### src/rtl/aes_stream_ctrl.sv
// aes_stream_ctrl
//   Streaming wrapper around a fixed-latency, non-stallable AES-128 core.
//   Accepted blocks are registered toward the core, tracked by a one-hot tag
//   pipeline, and their ciphertext is captured into an output FIFO. A credit
//   rule (in-flight + buffered < DEPTH) gates acceptance so that every core
//   result always finds a free FIFO slot.
//
// Parameters
//   LATENCY : edges from core_state/core_key registered to core_out valid
//   DEPTH   : output FIFO entries (power of two, 2..16)
//
// Ports
//   clk, rst             : clock, synchronous active-high reset
//   in_valid/in_ready    : upstream handshake
//   in_state, in_key     : plaintext block and cipher key
//   core_state, core_key : registered core inputs
//   core_out             : core ciphertext
//   out_valid/out_ready  : downstream handshake
//   out_data             : FIFO head (0 when empty)
//   blk_count            : popped-block counter
//
// Configuration
//   AES_STREAM_BLKCNT_EN : when defined, blk_count counts FIFO pops
//                          (wrapping); otherwise blk_count is tied to 0.
module aes_stream_ctrl #(
  parameter int LATENCY = 21,
  parameter int DEPTH   = 4
) (
  input  logic         clk,
  input  logic         rst,
  input  logic         in_valid,
  output logic         in_ready,
  input  logic [127:0] in_state,
  input  logic [127:0] in_key,
  output logic [127:0] core_state,
  output logic [127:0] core_key,
  input  logic [127:0] core_out,
  output logic         out_valid,
  input  logic         out_ready,
  output logic [127:0] out_data,
  output logic [31:0]  blk_count
);

  localparam int AW = $clog2(DEPTH);
  localparam int CW = $clog2(DEPTH + 1);

  logic [LATENCY-1:0] r_tag;
  logic               r_tag_exit;
  logic [CW-1:0]      r_inflight;
  logic [CW-1:0]      r_occ;
  logic [AW-1:0]      r_wr_ptr;
  logic [AW-1:0]      r_rd_ptr;
  logic [127:0]       r_mem [DEPTH];
  logic [127:0]       r_core_state;
  logic [127:0]       r_core_key;

  logic               w_accept;
  logic               w_pop;
  logic               w_wr;
  logic [CW:0]        w_credit_used;

  // Credits count everything accepted but not yet popped, so the FIFO can
  // never be asked to hold more than DEPTH results.
  assign w_credit_used = {1'b0, r_inflight} + {1'b0, r_occ};
  assign in_ready      = (w_credit_used < (CW + 1)'(DEPTH));
  assign w_accept      = in_valid & in_ready;
  assign out_valid     = (r_occ != '0);
  assign w_pop         = out_valid & out_ready;

  // core_out turns to this block's ciphertext on the same edge that the tag
  // leaves the shift register, so the capture happens one edge later.
  assign w_wr = r_tag_exit;

  assign core_state = r_core_state;
  assign core_key   = r_core_key;
  assign out_data   = out_valid ? r_mem[r_rd_ptr] : '0;

  always_ff @(posedge clk) begin
    if (rst) begin
      r_tag        <= '0;
      r_tag_exit   <= 1'b0;
      r_inflight   <= '0;
      r_occ        <= '0;
      r_wr_ptr     <= '0;
      r_rd_ptr     <= '0;
      r_core_state <= '0;
      r_core_key   <= '0;
    end else begin
      r_tag      <= LATENCY'({r_tag, w_accept});
      r_tag_exit <= r_tag[LATENCY-1];

      if (w_accept) begin
        r_core_state <= in_state;
        r_core_key   <= in_key;
      end

      case ({w_accept, w_wr})
        2'b10:   r_inflight <= r_inflight + 1'b1;
        2'b01:   r_inflight <= r_inflight - 1'b1;
        default: r_inflight <= r_inflight;
      endcase

      case ({w_wr, w_pop})
        2'b10:   r_occ <= r_occ + 1'b1;
        2'b01:   r_occ <= r_occ - 1'b1;
        default: r_occ <= r_occ;
      endcase

      // DEPTH is a power of two, so pointer overflow is the modulo wrap.
      if (w_wr)  r_wr_ptr <= r_wr_ptr + 1'b1;
      if (w_pop) r_rd_ptr <= r_rd_ptr + 1'b1;
    end
  end

  // Storage is left unreset; occupancy alone decides what is visible.
  always_ff @(posedge clk) begin
    if (w_wr) r_mem[r_wr_ptr] <= core_out;
  end

`ifdef AES_STREAM_BLKCNT_EN
  logic [31:0] r_blk_count;

  always_ff @(posedge clk) begin
    if (rst)        r_blk_count <= '0;
    else if (w_pop) r_blk_count <= r_blk_count + 32'd1;
  end

  assign blk_count = r_blk_count;
`else
  assign blk_count = '0;
`endif

endmodule

### config.mk
export PLATFORM = sky130hd
export DESIGN_NAME = aes_stream_ctrl
export DESIGN_NICKNAME = d
export VERILOG_FILES = /design/src/rtl/aes_stream_ctrl.sv
export SDC_FILE = /design/constraint.sdc
export NUM_CORES = 1
export LEC_CHECK = 0
export BUFFER_PORTS_ARGS = -buffer_cell sky130_fd_sc_hd__buf_4
export CAP_MARGIN = 15
export CORE_MARGIN = 8
export CORE_UTILIZATION = 25
export DETAILED_ROUTE_END_ITERATION = 10
export HOLD_SLACK_MARGIN = 0.06
export PLACE_DENSITY = 0.48
export REMOVE_ABC_BUFFERS = 1
export SLEW_MARGIN = 20
export SYNTH_ARGS = -nofsm -noshare
export SYNTH_HDL_FRONTEND = slang
export SYNTH_SLANG_ARGS = --single-unit
export TNS_END_PERCENT = 5
### constraint.sdc
create_clock -name clk -period 8.5 [get_ports clk]
set_input_delay 0.85 -clock clk [delete_from_list [all_inputs] [get_ports clk]]
set_output_delay 0.85 -clock clk [all_outputs]
set_load 0.01 [all_outputs]
# ---- After elaboration in Yosys (flattened, before gate mapping)
# Memories as Yosys holds them, arrays and structs flattened. A register that Yosys moved wholly into a read port is not among the register bits.
# Cells that the tools add are included.
dict set report op_classes {
  n_eq_ne 4
  magnitude_cmp 1
  mux 7
  n_reduce_logical 3
  n_bitwise 2
  n_addsub 7
}
# op n
set op_table {}
lappend op_table {{128-bit 2-to-1 mux} 1}
lappend op_table {{3-bit one-hot mux with 2 select lines} 2}
lappend op_table {{3-bit by 1-bit adder with 3-bit output, second input constant} 2}
lappend op_table {{3-bit by 1-bit subtractor with 3-bit output, second input constant} 2}
lappend op_table {{2-bit by 1-bit adder with 2-bit output, second input constant} 2}
lappend op_table {{3-bit by 3-bit adder with 4-bit output} 1}
lappend op_table {{2-bit by 1-bit == test with 1-bit output, second input constant} 2}
lappend op_table {{2-bit == test, second input constant} 2}
lappend op_table {{4-bit by 3-bit < comparator with 1-bit output, second input constant} 1}
lappend op_table {{2-bit 2-to-1 mux} 2}
lappend op_table {{2-bit nonzero test} 2}
lappend op_table {{3-bit nonzero test} 1}
lappend op_table {{1-bit AND} 2}
lappend op_table {{1-bit 2-to-1 mux} 2}
dict set report word_totals {
  elab_cells 33
  out_inout_bits 418
  mem_bits_rw 512
  memories 1
  register_bits 288
}
# name depth word_bits rd rd_clocked_by_memory_dff wr line
set memory_table {}
lappend memory_table {r_mem 4 128 1 1 1 53} ;# logic [127:0] r_mem [DEPTH];

# ---- Depth between registers and ports, before layout
# Gate-level depths: netlist of the first run.
dict set report logic_depth {
  word_depth 5
  ltp_mapped 13
  mapped_depth_nobuf 10
}

# ---- Worst setup path after synthesis of the first run
# Ideal clock, no wire load.
dict set report synth_path {
  path_type {register to register}
  startpoint {register r_wr_ptr[0]}
  endpoint {memory r_mem[0][0], enable pin}
  stages_incl_launch_ff 4
  synth_period_minus_slack_ns 3.982
  required_time_ns 7.998
  setup_ns 0.502
  slack_ns 4.518
  arrival_time_ns 3.480
  cell_sequence {dfxtp_1 -> inv_1 -> ha_1 -> and2_1}
}
# item line
set synth_lines {}
lappend synth_lines {{from (decl)} 51} ;# logic [AW-1:0] r_wr_ptr;
lappend synth_lines {{from (signal assigned)} 110} ;# if (w_wr) r_wr_ptr <= r_wr_ptr + 1'b1;
lappend synth_lines {{to (decl)} 53}
# No word-level cell before the write port.

==> results.py, run 1 <==
metrics = {
    "setup_path": {
        "reg2regPathDepth": 5,
        "worstPathArrival_ns": 3.31,
        "cpMaxStageDelayCell": "dfxtp_4",
        "critPathTopFamily": "flip-flops",
        "max_stage_delay_ns": 0.87,
        "crit_cells": 4,
        "cp_cell_sequence": "buf_12 > mux4_2 > and2_1 > buf_4",
        "rr_startpoint": "r_occ[2]$_SDFFE_PP0P_",
        "critPathMaxFanout": 91,
        "endpoint": "out_data[75]",
        "start_kind": "flip-flop",
        "regToRegSetupSlack_ns": 5.54,
        "critPathCaptureType": "output pin",
        "cp.required_ns": 7.65,
        "path_class": "reg2out",
        "reg2reg_to": "core_key[108]$_SDFFE_PP0P_",
        "path_buf_inv": 2,
    },
    "synth": {
        "synthTopCellsByArea": "edfxtp_1, dfxtp_1, nand2b_1",
        "synth_warnings": 0,
        "ys_ff_latch": 802,
        "yosysTopAreaCellShare_pct": 47.7,
        "synth_top_cell_by_area": "edfxtp_1",
        "synth_cells": 2073,
        "synth_area_per_cell_um2": 15.6,
        "yosysSeqAreaShare_pct": 65.7,
        "synth_cell_types": 26,
        "syn_area_mm2": 0.0322,
    },
    "placement": {
        "dpl_worst_slack_ns": 4.89,
        "numPortBuffers": 773,
        "dpl.cell_count": 4393,
        "dp_hpwl_um": 72300,
        "gp_congestion": 0.742,
    },
    "cells_and_area": {
        "syn2layout_area_growth_pct": 32.1,
        "drive_gt1_share_pct": 36.8,
        "finalNonFillerCells": 4580,
        "final_nets": 3226,
        "post-route-util_pct": 33.3,
    },
    "power": {
        "p_leak_uw": 0.0164,
        "pwr_density_cell_mw_per_mm2": 212,
        "pwr-share-comb_pct": 6.9,
        "p_sw_uw": 2000,
        "p_int_uw": 7010,
        "peakVddDrop_v": 0.000133,
        "clkPwrFrac_pct": 45.8,
        "power_frac_seq_pct": 47.4,
        "swShare_pct": 22.2,
        "finalPower_uw": 9010,
    },
    "grt": {
        "grt-ovfl-total": 0,
        "grt_max_degree": 215,
        "antenna_found_initial": 36,
        "grt_pass1_wl_um": 146000,
        "grt_usage_pct": 14.1,
        "grt_pass1_vias": 20100,
    },
    "hold_path": {
        "hold_path.class": "in2reg",
    },
    "die": {
        "die_y_um": 375,
        "io_pins": 806,
        "die_w_um": 375,
        "die-area_mm2": 0.141,
        "core_mm2": 0.128,
        "num_rows": 131,
        "start_util_pct": 25.2,
    },
    "flow_run": {
        "cap_violations": 0,
    },
    "drt": {
        "finalWirelength_um": 103000,
        "dr.pass1.iters": 4,
        "vias_per_cell": 4.16,
        "postRouteAntennaNets": 0,
        "wl_per_cell_um": 22.5,
        "drc": 0,
        "drtIter0Drc": 1132,
        "vias": 19000,
    },
    "clock_tree": {
        "clock-root-buffer": "clkbuf_16",
        "max-clock-path-buffers": 3,
        "clk_pin_slew_worst_paths_ns": 0.06,
        "ctsHoldBuffers": 0,
        "postCtsSetupBuffers": 0,
        "cts_resized": 0,
        "cts_sinks": 802,
        "cts_made_buffers": 95,
        "h-tree-depth": 3,
        "clock_latency_ns": 0.69,
        "cts_tree": "yes",
    },
    "sta": {
        "worst_pin_slew_ns": 1.07,
        "finalHoldViolCount": 0,
        "finalSetupViolCount": 0,
        "fin_worst_skew_ns": 0.0382,
        "hold_ws_ns": 0.359,
        "min_period_over_period_pct": 48.9,
        "rsz0062_at_grt": "false",
        "drv_slew": 0,
        "max_freq_ghz": 0.240,
        "post-route-min-period_ns": 4.16,
        "setup_slack_ns": 4.34,
        "slew_headroom_pct": 28.8,
    },
    "run_status": {
        "status": "finished, final reports clean",
    },
}
==> layout by cell type, fill, tap and decap left out, types with 5 or more instances in the layout <==
master / Yosys / layout
buf_4: 35 / 787
nand2b_1: 513 / 513
edfxtp_1: 512 / 512
dfxtp_1: 290 / 288
mux2i_1: 257 / 257
and2_1: 134 / 130
mux4_2: 128 / 128
clkbuf_16: 0 / 99
conb_1: 1 / 32
nor2b_1: 21 / 21
clkbuf_1: 73 / 20
clkinv_2: 0 / 15
clkinv_1: 0 / 15
nor2_1: 11 / 11
inv_1: 10 / 10
diode_2: 0 / 9
bufinv_16: 0 / 9
ha_1: 8 / 8
clkinvlp_4: 0 / 8
xor2_1: 5 / 5
==> worst reg2reg max path, cell delays in order, from the launching register on <==
cell and delay (ns):
dfxtp_1 0.40, ha_1 0.25, nor3_1 0.21, and3_4 0.78, buf_12 0.66, mux2i_1 0.59
==> metal layers <==
| layer | vias up | routed length, um | track usage [%] |
|---|---|---|---|
| met2 | 697 | 48900 | 22.8 |
| met1 | 9335 | 40600 | 16.4 |
| met3 | 140 | 11500 | 7.05 |
| met4 | 6 | 2010 | 4.00 |
| li1 | 8857 | - | - |
| met5 | - | 34 | 0 |
==> Yosys cell counts (all sizes together) <==
cell type and count:
a21oi 4, and2 134, and3 1, buf 91, clkbuf 73, conb 1
dfxtp 290, edfxtp 512, fa 2, ha 8, inv 10, mux2i 257
mux4 128, nand2b 513, nand3 2, nor2 11, nor2b 21, nor3 1
o21ai 4, o311ai 1, or3 3, xnor2 1, xor2 5
==> final cells by class <==
class	count	area (um^2)
Multi-Input combinational cell	1128	10100
Inverter	10	37.5
Tap cell	1662	2080
Clock buffer	124	2620
Antenna cell	9	22.5
Clock inverter	54	571
Sequential cell	802	21200
Timing Repair Buffer	791	5980
Fill cell	12700	85300
==> state kept, by name (all words and copies together) (netlist names), named ones only <==
name,count
core_state,128
r_tag_exit,1
r_mem,512
r_rd_ptr,2
r_inflight,3
r_occ,3
r_tag,21
r_wr_ptr,2
core_key,128
==> worst min path at each step <==
stage	from	endpoint	slack, ns	cells after the start
floorplan	r_tag[9]$_SDFF_PP0_	r_tag[10]$_SDFF_PP0_	0.41	1
finish	core_out[3]	r_mem[1][3]$_DFFE_PP_	0.36	1
global route	core_out[102]	r_mem[2][102]$_DFFE_PP_	0.30	1
detailed placement	r_tag[20]$_SDFF_PP0_	r_tag_exit$_SDFF_PP0_	0.42	1
CTS	core_out[126]	r_mem[3][126]$_DFFE_PP_	0.28	1
global placement	r_tag[15]$_SDFF_PP0_	r_tag[16]$_SDFF_PP0_	0.42	1
==> logic make-up after synthesis <==
| group | count (synthesis) | synth area share [%] |
|---|---|---|
| buf+inv | 174 | 3.40 |
| flops | 802 | 65.7 |
| xor+xnor | 6 | 0.163 |
| mux | 385 | 16.9 |
| other cells | 1 | 0.0116 |
| simple gates | 686 | 13.2 |
| fa+ha+maj | 10 | 0.435 |
| compound gates | 9 | 0.151 |
==> per-stage QoR <==
stage / instance area, um^2 / setup TNS (ns)
floorplan: 31300 / -386.51
detailed placement: 39400 / 0
global placement: 39400 / 0
finish: 42600 / 0
global route: 42600 / 0
CTS: 42600 / 0
==> power by group through the flow <==
stage               Combinational [uW]  Sequential [uW]  Clock [uW]
detailed placement                 629             4350           0
CTS                                631             4270        4280
finish                             617             4270        4120
global placement                   627             4350           0
floorplan                          257             4390           0
global route                       677             4280        4420
Power figures use the tool's default switching activity.
==> inputs of run 2 (changes only) <==
==> constraint.sdc (replaced) <==
create_clock -name clk -period 3.9 [get_ports clk]
set_input_delay 0.39 -clock clk [delete_from_list [all_inputs] [get_ports clk]]
set_output_delay 0.39 -clock clk [all_outputs]
set_load 0.01 [all_outputs]
==> results.py, run 2 (synthesis gave the netlist of run 1 again) <==
metrics = {
    "sta": {
        "rsz0062_at_grt": "false",
        "slew_headroom_pct": 40.2,
        "finalHoldViolCount": 0,
        "fin_worst_skew_ns": 0.0206,
        "setup_tns_ns": 0,
        "worst_pin_slew_ns": 0.897,
        "min_period_over_period_pct": 78.9,
        "finalSetupViolCount": 0,
        "max_freq_ghz": 0.325,
        "drv_slew": 0,
        "post-route-min-period_ns": 3.08,
    },
    "cells_and_area": {
        "largest_reg_flops": 512,
        "final_common_cell": "buf_4",
        "regMostFlops": "r_mem",
        "final_cell_mix": "buf_4, nand2b_1, edfxtp_1",
        "drive_gt1_share_pct": 32.4,
        "num-fill-cells": 12400,
        "syn2layout_area_growth_pct": 44.1,
        "finalNonFillerCells": 4980,
        "post-route-util_pct": 36.3,
        "final_nets": 3621,
    },
    "grt": {
        "grt_pass1_vias": 22500,
        "grt_pass1_wl_um": 153000,
        "grt_max_degree": 137,
        "antenna_found_initial": 41,
        "grt-ovfl-total": 0,
        "grt_usage_pct": 14.3,
    },
    "hold_path": {
        "hold_path.class": "in2reg",
    },
    "clock_tree": {
        "h-tree-depth": 3,
        "cts_sinks": 802,
        "clk_pin_slew_worst_paths_ns": 0.05,
        "clock-root-buffer": "clkbuf_16",
        "clock_latency_ns": 0.66,
        "cts_tree": "yes",
        "max-clock-path-buffers": 3,
        "cts_made_buffers": 94,
    },
    "die": {
        "start_util_pct": 25.2,
        "die-area_mm2": 0.141,
        "die_y_um": 375,
        "core_mm2": 0.128,
        "die_w_um": 375,
        "num_rows": 131,
        "io_pins": 806,
    },
    "setup_path": {
        "cpMaxStageDelayCell": "dfxtp_4",
        "start_kind": "flip-flop",
        "cp_cell_sequence": "buf_12 > mux4_2 > and2_1 > buf_4",
        "worstPathArrival_ns": 2.69,
        "cp.required_ns": 3.51,
        "path_class": "reg2out",
        "critPathMaxFanout": 45,
        "critPathCaptureType": "output pin",
        "max_stage_delay_ns": 0.66,
    },
    "run_status": {
        "status": "finished, final reports clean",
    },
    "drt": {
        "vias_per_cell": 4.13,
        "wl_per_cell_um": 20.9,
        "drtIter0Drc": 1044,
        "finalWirelength_um": 104000,
        "drc": 0,
        "dr.pass1.iters": 4,
        "vias": 20500,
        "postRouteAntennaNets": 0,
    },
    "flow_run": {
        "cap_violations": 0,
    },
    "placement": {
        "gp_congestion": 0.762,
        "dpl.cell_count": 4404,
        "numPortBuffers": 773,
        "dp_hpwl_um": 73200,
    },
    "power": {
        "peakVddDrop_v": 0.000312,
        "p_leak_uw": 0.0180,
        "pwr_density_cell_mw_per_mm2": 417,
    },
}
run 2: worst max-delay path: cells and delay by family (launching register included):
kind / cells / cell delay, ns
muxes: 1 / 0.55
and+or+nand+nor: 1 / 0.20
DFF: 1 / 0.66
buffers and inverters: 2 / 0.52
run 2: worst paths after layout:
path | start | to | slack (ns) | depth (start not counted)
min reg2reg | r_tag[20]$_SDFF_PP0_ | r_tag_exit$_SDFF_PP0_ | 0.43 | 1
max | flip-flop | out_data[28] | 0.82 | 4
max reg2reg | r_occ[0]$_SDFFE_PP0P_ | r_occ[2]$_SDFFE_PP0P_ | 1.44 | 8
min | in_valid | r_tag[0]$_SDFF_PP0_ | 0.18 | 4
run 2: metrics by stage:
step / cell area (um^2) / power, uW / worst slack, ns / hold slack, ns
2_1_floorplan: 31300 / 10100 / -7.04 / 0.414
6_report: 46500 / 19400 / 0.823 / 0.184
4_1_cts: 46400 / 19700 / 0.650 / 0.109
5_1_grt: 46500 / 20200 / 0.561 / 0.180
3_5_place_dp: 39700 / 10900 / 1.33 / 0.420
3_3_place_gp: 39700 / 10800 / 1.35 / 0.417
run 2: cell type report:
cell class	count	area, um^2	share of cell area (%)
Multi-Input combinational cell	1128	10100	21.7
Inverter	10	37.5	0.0808
Tap cell	1662	2080	4.48
Sequential cell	802	21200	45.6
Timing Repair Buffer	1187	10100	21.8
Clock inverter	43	312	0.671
Antenna cell	21	52.6	0.113
Clock buffer	127	2590	5.57
run 2: repair_timing:
| action | CTS | global route |
|---|---|---|
| setup buffers | 0 | 0 |
| hold buffers | 385 | 0 |
| endpoints found under the hold margin | 770 | 0 |
| setup endpoints to repair | 0 | 0 |
| resized for setup | 0 | 0 |
run 2: report_power, final:
part	internal [uW]	switching, uW
Clock	4840	3510
Combinational	983	740
Sequential	9200	107
Total	15000	4360
run 2: layer usage:
layer	vias to the layer above	wire length [um]	track usage [%]
li1	9662	-	-
met4	10	1850	3.99
met3	133	10800	6.67
met2	663	50000	23.5
met5	-	57	0
met1	10100	41400	16.7
==> inputs of run 3 (changes only) <==
==> constraint.sdc (replaced) <==
create_clock -name clk -period 3.1 [get_ports clk]
set_input_delay 0.31 -clock clk [delete_from_list [all_inputs] [get_ports clk]]
set_output_delay 0.31 -clock clk [all_outputs]
set_load 0.01 [all_outputs]
==> results.py, run 3 (synthesis gave the netlist of run 1 again) <==
metrics = {
    "clock_tree": {
        "clk_pin_slew_worst_paths_ns": 0.06,
        "cts_resized": 0,
        "clock_latency_ns": 0.66,
        "h-tree-depth": 3,
        "clock-root-buffer": "clkbuf_16",
        "cts_sinks": 802,
        "ctsHoldBuffers": 387,
        "postCtsSetupBuffers": 0,
        "max-clock-path-buffers": 3,
        "cts_tree": "yes",
        "cts_made_buffers": 93,
    },
    "hold_path": {
        "hold_path.class": "in2reg",
    },
    "cells_and_area": {
        "drive_gt1_share_pct": 32.6,
        "final_common_cell": "buf_4",
        "regMostFlops": "r_mem",
        "largest_reg_flops": 512,
        "syn2layout_area_growth_pct": 44.6,
        "final_cell_mix": "buf_4, nand2b_1, edfxtp_1",
        "post-route-util_pct": 36.5,
        "final_nets": 3625,
    },
    "placement": {
        "dp_hpwl_um": 72800,
        "numPortBuffers": 773,
        "gp_congestion": 0.774,
    },
    "grt": {
        "grt-ovfl-total": 0,
        "grt_pass1_wl_um": 152000,
        "grt_usage_pct": 14.2,
        "grt_max_degree": 132,
        "grt_pass1_vias": 22300,
        "antenna_found_initial": 38,
    },
    "drt": {
        "vias_per_cell": 4.12,
        "wl_per_cell_um": 21.0,
        "vias": 20500,
        "dr.pass1.iters": 5,
        "drc": 0,
        "finalWirelength_um": 104000,
        "postRouteAntennaNets": 0,
        "drtIter0Drc": 929,
    },
    "sta": {
        "min_period_over_period_pct": 89.5,
        "hold_ws_ns": 0.210,
        "fin_worst_skew_ns": 0.0231,
        "rsz0062_at_grt": "false",
        "slew_headroom_pct": 38.0,
        "max_freq_ghz": 0.360,
        "worst_pin_slew_ns": 0.930,
        "drv_slew": 0,
        "post-route-min-period_ns": 2.78,
        "finalHoldViolCount": 0,
        "finalSetupViolCount": 0,
    },
    "setup_path": {
        "critPathCaptureType": "output pin",
        "cp.required_ns": 2.79,
        "path_class": "reg2out",
        "max_stage_delay_ns": 0.56,
        "critPathMaxFanout": 52,
        "worstPathArrival_ns": 2.47,
        "start_kind": "flip-flop",
        "cp_cell_sequence": "buf_12 > mux4_2 > and2_1 > buf_4",
        "critPathTopFamily": "multiplexers",
        "cpMaxStageDelayCell": "mux4_2",
        "path_buf_inv": 2,
    },
    "die": {
        "die_y_um": 375,
        "die_w_um": 375,
        "core_mm2": 0.128,
        "num_rows": 131,
        "io_pins": 806,
        "start_util_pct": 25.2,
        "die-area_mm2": 0.141,
    },
    "power": {
        "p_leak_uw": 0.0181,
        "swShare_pct": 22.5,
        "p_sw_uw": 5580,
        "pwr-share-comb_pct": 8.8,
        "power_frac_seq_pct": 47.4,
        "pwr_density_cell_mw_per_mm2": 530,
        "p_int_uw": 19200,
        "peakVddDrop_v": 0.000347,
        "clkPwrFrac_pct": 43.9,
    },
    "run_status": {
        "status": "finished, final reports clean",
    },
    "flow_run": {
        "cap_violations": 0,
    },
}
-- run 3: changes by cell type in the layout (fill, tap and decap cells not counted), sizes merged, moves of 2 or more --
| cell | before | now |
|---|---|---|
| clkbuf | 127 | 119 |
| buf | 802 | 805 |
| dlygate4sd3 | 385 | 387 |
| bufinv | 3 | 7 |
| diode | 21 | 16 |
| clkinv | 34 | 36 |
-- run 3: metal layers --
layer | global-route usage, % | share of wire [%] | vias to the layer above
li1 | - | - | 9660
met1 | 16.6 | 40 | 10000
met2 | 23.8 | 48 | 686
met3 | 6.26 | 9.7 | 147
met4 | 3.97 | 2.2 | 8
met5 | 0 | 0.048 | -
-- run 3: worst min-delay path, cell delays in order --
cell and delay (ns):
buf_8 0.18, nand2b_1 0.19, mux2i_1 0.12
-- run 3: final timing paths --
path | slack [ns] | to | start | cells after the start
max | 0.32 | out_data[114] | flip-flop | 4
min | 0.21 | core_state[15]$_SDFFE_PP0P_ | rst | 3
max reg2reg | 0.80 | r_inflight[2]$_SDFFE_PP0P_ | r_occ[1]$_SDFFE_PP0P_ | 10
min reg2reg | 0.43 | r_tag[11]$_SDFF_PP0_ | r_tag[10]$_SDFF_PP0_ | 1
-- run 3: layout make-up --
type	count	area [um^2]
Clock buffer	119	2520
Inverter	10	37.5
Antenna cell	16	40.0
Sequential cell	802	21200
Multi-Input combinational cell	1128	10100
Tap cell	1662	2080
Fill cell	12400	81200
Timing Repair Buffer	1192	10200
Clock inverter	49	499
-- run 3: through the flow --
step                worst slack [ns]  TNS (ns)  std cells  power [uW]  area [um^2]
CTS                            0.198         0       4962       25200        46600
finish                         0.325         0       4978       24700        46600
global placement               0.776         0       4407       13700        39700
global route                   0.140         0       4976       25700        46600
detailed placement             0.803         0       4407       13700        39700
floorplan                      -7.84  -2651.90       1940       12700        31300
-- run 3: power by group through the flow --
stage,clock [uW],combinational [uW],sequential (uW)
finish,10800,2170,11700
global route,11600,2350,11700
CTS,11300,2210,11700
detailed placement,0,1730,11900
global placement,0,1730,11900
floorplan,0,706,12000
